## src/rtl/commit_queue_if.sv

```systemverilog
// Commit queue bus: enqueue side from rename/execute, regfile write side out.
// master drives enqueue/control, slave is the commit queue itself.
interface commit_queue_if #(
  parameter int DEPTH = 8,
  parameter int AW    = 5,
  parameter int DW    = 32
);
  localparam int OW = $clog2(DEPTH) + 1;

  logic [1:0]          enq_valid;
  logic [1:0]          enq_wen;
  logic [1:0][AW-1:0]  enq_addr;
  logic [1:0][DW-1:0]  enq_data;
  logic                enq_ready;
  logic                flush;
  logic                cmt_stall;
  logic [1:0]          rf_wena;
  logic [1:0][AW-1:0]  rf_waddr;
  logic [1:0][DW-1:0]  rf_wdata;
  logic [1:0]          cmt_count;
  logic [OW-1:0]       occupancy;

  modport master (
    output enq_valid, enq_wen, enq_addr, enq_data, flush, cmt_stall,
    input  enq_ready, rf_wena, rf_waddr, rf_wdata, cmt_count, occupancy
  );

  modport slave (
    input  enq_valid, enq_wen, enq_addr, enq_data, flush, cmt_stall,
    output enq_ready, rf_wena, rf_waddr, rf_wdata, cmt_count, occupancy
  );
endinterface

```

## src/rtl/commit_queue.sv

```systemverilog
// Dual-issue in-order commit queue: circular buffer of {wen, addr, data},
// retiring up to two entries per cycle into a two-port register file.
module commit_queue #(
  parameter int DEPTH = 8,
  parameter int AW    = 5,
  parameter int DW    = 32
) (
  input  logic           clk,
  input  logic           rst_n,
  commit_queue_if.slave  bus
);
  localparam int PW = $clog2(DEPTH);
  localparam int OW = PW + 1;
  localparam logic [OW-1:0] READY_MAX = OW'(DEPTH - 2);
  localparam logic [OW-1:0] OCC_TWO   = OW'(2);

  function automatic logic [1:0] pop2(input logic [1:0] v);
    return {1'b0, v[0]} + {1'b0, v[1]};
  endfunction

  logic [PW-1:0]  head_r, tail_r;
  logic [OW-1:0]  occ_r;
  logic           mem_wen_r  [DEPTH];
  logic [AW-1:0]  mem_addr_r [DEPTH];
  logic [DW-1:0]  mem_data_r [DEPTH];

  logic [1:0]          rf_wena_r;
  logic [1:0][AW-1:0]  rf_waddr_r;
  logic [1:0][DW-1:0]  rf_wdata_r;
  logic [1:0]          cmt_count_r;

  logic                enq_ready_s, enq_fire_s;
  logic [1:0]          enq_cnt_s, deq_cnt_s;
  logic [PW-1:0]       head1_s, wr_idx1_s;
  logic [1:0]          st_wen_s;
  logic [1:0]          nxt_wena_s;
  logic [1:0][AW-1:0]  nxt_waddr_s;
  logic [1:0][DW-1:0]  nxt_wdata_s;

  assign head1_s   = head_r + {{(PW-1){1'b0}}, 1'b1};
  assign wr_idx1_s = tail_r + {{(PW-1){1'b0}}, bus.enq_valid[0]};
  assign st_wen_s[0] = bus.enq_wen[0] & (bus.enq_addr[0] != {AW{1'b0}});
  assign st_wen_s[1] = bus.enq_wen[1] & (bus.enq_addr[1] != {AW{1'b0}});

  // Enqueue/dequeue counts; entries written this edge are never popped this edge.
  always_comb begin
    enq_ready_s = (occ_r <= READY_MAX);
    enq_fire_s  = enq_ready_s & ~bus.flush;
    if (enq_fire_s) begin
      enq_cnt_s = pop2(bus.enq_valid);
    end else begin
      enq_cnt_s = 2'd0;
    end
    if (bus.flush || bus.cmt_stall) begin
      deq_cnt_s = 2'd0;
    end else if (occ_r >= OCC_TWO) begin
      deq_cnt_s = 2'd2;
    end else begin
      deq_cnt_s = occ_r[1:0];
    end
  end

  // Regfile write port selection, merging same-register double writes onto port 0.
  always_comb begin
    nxt_wena_s  = 2'b00;
    nxt_waddr_s = '{default: {AW{1'b0}}};
    nxt_wdata_s = '{default: {DW{1'b0}}};
    case (deq_cnt_s)
      2'd2: begin
        if (mem_wen_r[head_r] && mem_wen_r[head1_s] &&
            (mem_addr_r[head_r] == mem_addr_r[head1_s])) begin
          nxt_wena_s     = 2'b01;
          nxt_waddr_s[0] = mem_addr_r[head1_s];
          nxt_wdata_s[0] = mem_data_r[head1_s];
        end else begin
          nxt_wena_s     = {mem_wen_r[head1_s], mem_wen_r[head_r]};
          nxt_waddr_s[0] = mem_addr_r[head_r];
          nxt_wdata_s[0] = mem_data_r[head_r];
          nxt_waddr_s[1] = mem_addr_r[head1_s];
          nxt_wdata_s[1] = mem_data_r[head1_s];
        end
      end
      2'd1: begin
        nxt_wena_s     = {1'b0, mem_wen_r[head_r]};
        nxt_waddr_s[0] = mem_addr_r[head_r];
        nxt_wdata_s[0] = mem_data_r[head_r];
      end
      default: begin
        nxt_wena_s = 2'b00;
      end
    endcase
  end

  // Entry storage; contents are only observed after being written.
  always_ff @(posedge clk) begin
    if (enq_fire_s && bus.enq_valid[0]) begin
      mem_wen_r[tail_r]  <= st_wen_s[0];
      mem_addr_r[tail_r] <= bus.enq_addr[0];
      mem_data_r[tail_r] <= bus.enq_data[0];
    end
    if (enq_fire_s && bus.enq_valid[1]) begin
      mem_wen_r[wr_idx1_s]  <= st_wen_s[1];
      mem_addr_r[wr_idx1_s] <= bus.enq_addr[1];
      mem_data_r[wr_idx1_s] <= bus.enq_data[1];
    end
  end

  // Pointers and occupancy counter.
  always_ff @(posedge clk or negedge rst_n) begin
    if (!rst_n) begin
      head_r <= {PW{1'b0}};
      tail_r <= {PW{1'b0}};
      occ_r  <= {OW{1'b0}};
    end else if (bus.flush) begin
      head_r <= {PW{1'b0}};
      tail_r <= {PW{1'b0}};
      occ_r  <= {OW{1'b0}};
    end else begin
      head_r <= head_r + PW'(deq_cnt_s);
      tail_r <= tail_r + PW'(enq_cnt_s);
      occ_r  <= occ_r + OW'(enq_cnt_s) - OW'(deq_cnt_s);
    end
  end

  // Registered regfile write ports and retire count.
  always_ff @(posedge clk or negedge rst_n) begin
    if (!rst_n) begin
      rf_wena_r   <= 2'b00;
      rf_waddr_r  <= '{default: {AW{1'b0}}};
      rf_wdata_r  <= '{default: {DW{1'b0}}};
      cmt_count_r <= 2'd0;
    end else begin
      rf_wena_r   <= nxt_wena_s;
      rf_waddr_r  <= nxt_waddr_s;
      rf_wdata_r  <= nxt_wdata_s;
      cmt_count_r <= deq_cnt_s;
    end
  end

  assign bus.enq_ready = enq_ready_s;
  assign bus.rf_wena   = rf_wena_r;
  assign bus.rf_waddr  = rf_waddr_r;
  assign bus.rf_wdata  = rf_wdata_r;
  assign bus.cmt_count = cmt_count_r;
  assign bus.occupancy = occ_r;
endmodule
```

## src/flat_wrapper.sv

```systemverilog
// flat-port wrapper written by rule: the top's interface ports become plain ports
module commit_queue_flat 
#(
  parameter int DEPTH = 8,
  parameter int AW    = 5,
  parameter int DW    = 32
)
  (clk, rst_n, bus_enq_valid, bus_enq_wen, bus_enq_addr, bus_enq_data, bus_flush, bus_cmt_stall, bus_enq_ready, bus_rf_wena, bus_rf_waddr, bus_rf_wdata, bus_cmt_count, bus_occupancy);
  commit_queue_if #(.DEPTH(DEPTH), .AW(AW), .DW(DW)) bus_i ();
  input  logic clk;
  input  logic rst_n;
  input wire logic [$bits(bus_i.enq_valid)-1:0] bus_enq_valid;
  input wire logic [$bits(bus_i.enq_wen)-1:0] bus_enq_wen;
  input wire logic [$bits(bus_i.enq_addr)-1:0] bus_enq_addr;
  input wire logic [$bits(bus_i.enq_data)-1:0] bus_enq_data;
  input wire logic [$bits(bus_i.flush)-1:0] bus_flush;
  input wire logic [$bits(bus_i.cmt_stall)-1:0] bus_cmt_stall;
  output wire logic [$bits(bus_i.enq_ready)-1:0] bus_enq_ready;
  output wire logic [$bits(bus_i.rf_wena)-1:0] bus_rf_wena;
  output wire logic [$bits(bus_i.rf_waddr)-1:0] bus_rf_waddr;
  output wire logic [$bits(bus_i.rf_wdata)-1:0] bus_rf_wdata;
  output wire logic [$bits(bus_i.cmt_count)-1:0] bus_cmt_count;
  output wire logic [$bits(bus_i.occupancy)-1:0] bus_occupancy;
  assign bus_i.enq_valid = bus_enq_valid;
  assign bus_i.enq_wen = bus_enq_wen;
  assign bus_i.enq_addr = bus_enq_addr;
  assign bus_i.enq_data = bus_enq_data;
  assign bus_i.flush = bus_flush;
  assign bus_i.cmt_stall = bus_cmt_stall;
  assign bus_enq_ready = bus_i.enq_ready;
  assign bus_rf_wena = bus_i.rf_wena;
  assign bus_rf_waddr = bus_i.rf_waddr;
  assign bus_rf_wdata = bus_i.rf_wdata;
  assign bus_cmt_count = bus_i.cmt_count;
  assign bus_occupancy = bus_i.occupancy;
  commit_queue #(.DEPTH(DEPTH), .AW(AW), .DW(DW)) u_core (.clk(clk), .rst_n(rst_n), .bus(bus_i));
endmodule
```

## config.mk

```make
export PLATFORM = sky130hd
export DESIGN_NAME = commit_queue_flat
export DESIGN_NICKNAME = d
export VERILOG_FILES = /design/src/rtl/commit_queue_if.sv /design/src/rtl/commit_queue.sv /design/src/flat_wrapper.sv
export SDC_FILE = /design/constraint.sdc
export NUM_CORES = 1
export LEC_CHECK = 0
export BUFFER_PORTS_ARGS = -buffer_cell sky130_fd_sc_hd__clkbuf_2
export CELL_PAD_IN_SITES_DETAIL_PLACEMENT = 0
export CELL_PAD_IN_SITES_GLOBAL_PLACEMENT = 1
export CORE_MARGIN = 3
export CORE_UTILIZATION = 40
export CTS_BUF_LIST = sky130_fd_sc_hd__clkbuf_8
export DETAILED_ROUTE_END_ITERATION = 12
export PLACE_DENSITY = 0.71
export SLEW_MARGIN = 10
export SYNTH_ARGS = -nofsm -noshare
export SYNTH_HDL_FRONTEND = slang
export SYNTH_SLANG_ARGS = --single-unit
export TNS_END_PERCENT = 50
```

## constraint.sdc

```tcl
create_clock -name clk -period 8.5 [get_ports clk]
set_input_delay 1.275 -clock clk [delete_from_list [all_inputs] [get_ports clk]]
set_output_delay 1.275 -clock clk [all_outputs]
set_load 0.02 [all_outputs]
```

==> Word level (Yosys, flattened, before mapping) <==
Memory sizes are Yosys's and may differ from the RTL's.
Index checks and enable logic that the tools add are counted.
{ "classes": {"n_addsub": 7, "magnitude_cmp": 2, "eq_ne": 3, "mux": 20, "n_bitwise": 4, "n_reduce_logical": 7} }
{ "ops": {"columns": ["cell", "n"], "rows": [
  ["two-way mux 32 bit", 3],
  ["one-hot mux 32 bit (2 select lines)", 1],
  ["two-way mux 5 bit", 3],
  ["one-hot mux 5 bit (2 select lines)", 1],
  ["nonzero test 5 bit", 2],
  ["two-way mux 2 bit", 4],
  ["adder 3 x 2 -> 3 bit", 2],
  ["two-way mux 3 bit", 2],
  ["equality test 5 bit", 1],
  ["adder 4 x 2 -> 4 bit", 1],
  [">= comparator 4 x 2 -> 1 bit (second input constant)", 1],
  ["<= comparator 4 x 3 -> 1 bit (second input constant)", 1],
  ["logical AND 1 bit", 4],
  ["two-way mux 1 bit", 4],
  ["two-way mux 4 bit", 1],
  ["one-hot mux 2 bit (2 select lines)", 1],
  ["subtractor 4 x 2 -> 4 bit", 1],
  ["adder 3 x 1 -> 3 bit", 1],
  ["adder 3 x 1 -> 3 bit (second input constant)", 1],
  ["bitwise AND 1 bit", 3],
  ["adder 1 x 1 -> 2 bit", 1],
  ["equality test 2 x 1 -> 1 bit (second input constant)", 1],
  ["equality test 2 bit (second input constant)", 1],
  ["logical OR 1 bit", 1],
  ["NOT 1 bit", 1]
]} }
{ "totals": {"ff_bits": 88, "ram_bits": 304, "in_bits": 82, "output_inout_bits": 83, "word_cells": 55, "memories": 3} }
{ "mem_list": {"columns": ["memory", "words", "word_bits", "read_ports", "rd_ports_with_merged_regs", "write_ports", "line", "text"], "rows": [
  ["u_core.mem_data_r", 8, 32, 2, 0, 2, "commit_queue.sv:25", "logic [DW-1:0] mem_data_r [DEPTH];"],
  ["u_core.mem_addr_r", 8, 5, 2, 0, 2, "commit_queue.sv:24", "logic [AW-1:0] mem_addr_r [DEPTH];"],
  ["u_core.mem_wen_r", 8, 1, 2, 0, 2, "commit_queue.sv:23", "logic mem_wen_r [DEPTH];"]
]} }

==> Longest topological paths before layout <==
{ "depth": {"depth_word": 6, "mapped_depth": 13, "ltp_nobuf": 12} }

==> Worst setup path after synthesis <==
No wires, ideal clock.
{ "synth_timing": {"path_kind": "in2reg", "from": "input bus_flush", "to": "memory u_core.mem_addr_r[7][0], enable pin", "setup_time_ps": 486, "arrival_ps": 4393, "t_required_ps": 8014, "path_slack_ps": 3621, "stages": 3, "n_path_buf": 0, "path_cell_list": "nor2b_1 > nand3_1 > o21ai_0"} }
{ "synth_lines": {"columns": ["element", "line", "text"], "rows": [
  ["from (decl)", "flat_wrapper.sv:16", "input wire logic [$bits(bus_i.flush)-1:0] bus_flush;"],
  ["to (decl)", "commit_queue.sv:24", null]
]} }

==> Worst setup path after layout <==
{ "layout_timing": {"from": "register u_core.head_r[0]", "to": "register u_core.rf_wena_r[1], in the netlist u_core.bus.rf_wena[1]"} }
{ "layout_between": {"elab_chain_cells": 6, "elab_cells_between_ends": 8, "cone_classes": "add/sub (1); eq/ne (1); mux (2); reduce/logical (2); memory (2)"} }
{ "layout_rtl": {"columns": ["element", "line", "text"], "rows": [
  ["from (decl)", "commit_queue.sv:21", "logic [PW-1:0] head_r, tail_r;"],
  ["from (signal assigned)", "commit_queue.sv:111", "head_r <= {PW{1'b0}};"],
  ["from (signal assigned)", "commit_queue.sv:115", "head_r <= {PW{1'b0}};"],
  ["from (signal assigned)", "commit_queue.sv:119", "head_r <= head_r + PW'(deq_cnt_s);"],
  ["adder 3 x 1 -> 3 bit", "commit_queue.sv:40", "assign head1_s = head_r + {{(PW-1){1'b0}}, 1'b1};"],
  ["memory read (8 x 5 bit) / memory read (8 x 1 bit) (equally long branches)", null, null],
  ["equality test 5 bit / logical AND 1 bit (equally long branches)", "commit_queue.sv:71, commit_queue.sv:70", null],
  ["logical AND 1 bit", "commit_queue.sv:70", "if (mem_wen_r[head_r] && mem_wen_r[head1_s] &&"],
  ["two-way mux 2 bit (*)", "commit_queue.sv:70", null],
  ["one-hot mux 2 bit (2 select lines) (*)", "commit_queue.sv:68", "case (deq_cnt_s)"],
  ["named net u_core.nxt_wena_s[1]", "commit_queue.sv:36", "logic [1:0] nxt_wena_s;"],
  ["to (signal assigned)", "commit_queue.sv:133", "rf_wena_r <= nxt_wena_s;"],
  ["to (decl)", "commit_queue.sv:27", "logic [1:0] rf_wena_r;"]
]} }
Mark *: on every way through the listed nets, which the timed path passes. The rest lies on a longest branch.

==> out/results.md <==
## STA
• worst setup skew after layout: 21.0 ps
• Tightest Pin Transition: 978 ps
• RSZ-0062 raised after global routing: no
• final setup violating endpoints: 0
• tightest slew margin relative to the limit: 0.348
• Final Max Tran Viols: 0
• Final Critical Period: 5250 ps
• fmax: 0.190 GHz
• final setup TNS: 0 ps
• Period Utilization, post-route: 0.618
• Final Hold Vio Count: 0

## Power and ir drop
• Comb pwr share: 0.267
• Peak supply drop: 146 uV
• Power Density: 222 nW/um^2
• static power due to leakage: 8.99 nW
• Sw Share: 0.316
• internal power component: 3.77 mW
• net switching power: 1.74 mW
• proportion of power drawn by flip-flops and latches: 0.420
• Clk network pwr share: 0.313

## Global routing
• final global-route overflow total: 0
• number of global-route vias before repair: 14,760
• GRT Util Overall: 0.219
• largest net degree at the start of global routing: 66
• initial antenna violation count: 7
• wire length of the first global-routing pass: 93.4 mm

## Placed design
• count of input and output buffers: 164
• final weighted congestion of routability-driven global placement: 0.777
• estimated wirelength of the detail-placed design: 36.9 mm

## Route
• number of DRC markers after the initial detailed-route iteration: 1,037
• iteration count of the initial detailed-routing pass: 5
• Avg Vias per Cell: 5.86
• routed wire length: 62.3 mm
• drc violations: 0
• vias after detailed routing: 13,698
• average detailed-routed wire length per instance: 26.7 um
• antenna viol nets, final: 0

## Cells and area
• most frequent cells in the layout: mux2_2 (328), edfxtp_1 (304), clkbuf_2 (163)
• Filler cells: 4,851
• layout cells sized above 1: 0.487
• post-layout net count: 1,678
• Seq. cell area: 11,300 sq um
• leading cell type in the layout, fill and taps excluded: mux2_2
• area taken by multi-input logic gates: 10,100 sq um
• final core area utilization: 0.459
• area growth from synthesis to layout: 13.1%

## Run
• max-capacitance violation count: 0

## Synth
• number of synthesized register bits: 392
• most area-hungry cell type in the Yosys netlist: edfxtp_1
• synthesized area: 21,900 sq um
• sequential element share of the synthesized area: 0.517
• proportion of synthesized flip-flops having asynchronous set or reset: 0.224
• most used flip-flop cell after synthesis: edfxtp_1
• Area contributors post-synth: edfxtp_1 (42%), mux2_2 (17%), mux4_2 (16%), dfrtp_1 (10%), mux2i_1 (2.1%)
• synthesized area divided by synthesized cell count: 15.3 sq um
• Synthesized Nets: 1,529
• count of flip-flops with a built-in enable after synthesis: 304
• cell count after synthesis: 1,429
• Cell variety after synth: 42
• number of warnings printed during yosys synthesis: 0
• share of the synthesized area in the top cell type: 0.417

## Critical path
• capturing element type of the critical path: flop
• Max FO, Critical Path: 54
• data arrival at the endpoint of the critical path: 5780 ps
• type of the worst setup path: flop to flop
• type of element launching the critical path: flop
• Req. time, crit path: 9030 ps

## Clock tree
• root buffer cell: clkbuf_8
• clock tree from TritonCTS: built
• TritonCTS buffer count: 71
• Post-CTS Setup Bufs: 0
• maximum buffer depth of the clock tree: 3
• number of instances resized during post-cts repair: 0
• Sinks on Clock Net: 392
• number of H-tree branching levels: 3
• clock transition time at the flip-flop clock pins of the worst setup and hold paths: 60 ps
• Skew-Pair Late Insertion Delay: 630 ps
• cts-stage hold buffer count: 0

## Floorplanning
• Top-Level Pins: 165
• Core Footprint: 54,000 sq um
• overall die area: 57,600 sq um
• initial core utilization: 0.406
• floorplan die width: 240 um
• Vert. Die Dim: 240 um
• Placement Rows: 85

## Min path
• class of the worst hold path: primary input to async pin

## Status
• status: complete, no violations

final timing paths:
check / endpoint / from / cells after the start / slack, ps
hold / removal: u_core.bus.rf_wdata[52] / rst_n / 1 / 640
setup reg to reg: u_core.bus.rf_wena[1] / u_core.head_r[0] / 10 / 3250
min in group clk: u_core.bus.cmt_count[0] / u_core.bus.occupancy[0] / 2 / 690
hold reg to reg: u_core.bus.cmt_count[0] / u_core.bus.occupancy[0] / 2 / 690
setup / recovery: u_core.bus.rf_wena[1] / u_core.head_r[0] / 10 / 3250
max in group asynchronous: u_core.head_r[1] / rst_n / 2 / 6590
kinds of logic after synthesis:
group	synth area share
simple gates	0.0448
fa+ha+maj	0.0116
mux	0.350
xor+xnor	0.0104
flops	0.517
compound gates	0.0365
buf+inv	0.0298
critical path: stages, from the launching register on:
cell	delay (ps)
dfrtp_4	1010
ha_4	750
buf_4	880
mux2i_1	280
nand2_1	120
o2111a_1	340
o211ai_4	490
buf_4	500
nor3_2	90
buf_4	320
nor4_1	280
layer usage:
metal / up-vias / track usage / routed length [um]
li1: 5988 / - / -
met1: 7154 / 0.281 / 25500
met2: 455 / 0.374 / 31600
met3: 97 / 0.0408 / 3720
met4: 4 / 0.0769 / 1480
met5: - / 0 / 31
per-stage QoR:
step	std cells	setup WS [ps]	hold WS (ps)	area [sq um]	power, mW
finish	2336	3250	641	24800	5.51
global route	2335	2720	650	24800	5.77
detailed placement	2201	3160	678	23400	3.83
floorplan	1429	3620	609	21900	3.39
global placement	2201	3200	669	23400	3.80
CTS	2331	3120	611	24800	5.57
sequential cells by signal, summed over array words and instances, names as in the netlist:
register and flops:
u_core.bus.rf_wdata 64, u_core.bus.rf_wena 2, u_core.mem_wen_r 8, u_core.mem_data_r 256, u_core.bus.rf_waddr 10, u_core.bus.occupancy 4, u_core.tail_r 3, u_core.head_r 3
u_core.bus.cmt_count 2, u_core.mem_addr_r 40
power groups by stage:
stage | registers [mW] | clock network [mW] | logic [mW]
6_report | 2.31 | 1.72 | 1.47
5_1_grt | 2.32 | 1.86 | 1.59
4_1_cts | 2.31 | 1.77 | 1.48
3_5_place_dp | 2.35 | 0 | 1.48
3_3_place_gp | 2.34 | 0 | 1.46
2_1_floorplan | 2.36 | 0 | 1.03
synth_stat cells (2+ instances only):
cell type,number
mux2_2,328
edfxtp_1,304
mux4_2,152
dfrtp_1,88
nor2_1,76
clkbuf_1,67
nand2_1,48
mux2i_1,47
o21ai_0,35
o21bai_1,35
a31oi_1,34
or4_1,34
buf_2,29
inv_1,17
xnor2_1,17
ha_1,14
buf_6,11
buf_1,9
xor2_1,9
nand3_1,8
nor3_1,8
nor2b_1,7
a21oi_1,6
nand2b_1,6
and2_1,5
fa_1,4
o21ai_1,4
or2_2,4
a21o_1,3
and3_1,3
mux4_1,3
buf_4,2
o2111a_1,2
o21ai_2,2
layout make-up:
type,count,area share
flip-flops and latches,392,0.458
multi-input cells,901,0.406
clock buffers,83,0.0461
repair buffers,195,0.0426
well taps,696,0.0351
clock inverters,47,0.00904
inverters,17,0.00258
diodes,5,0.000505
Note: power is estimated with default switching activity, not from simulation.
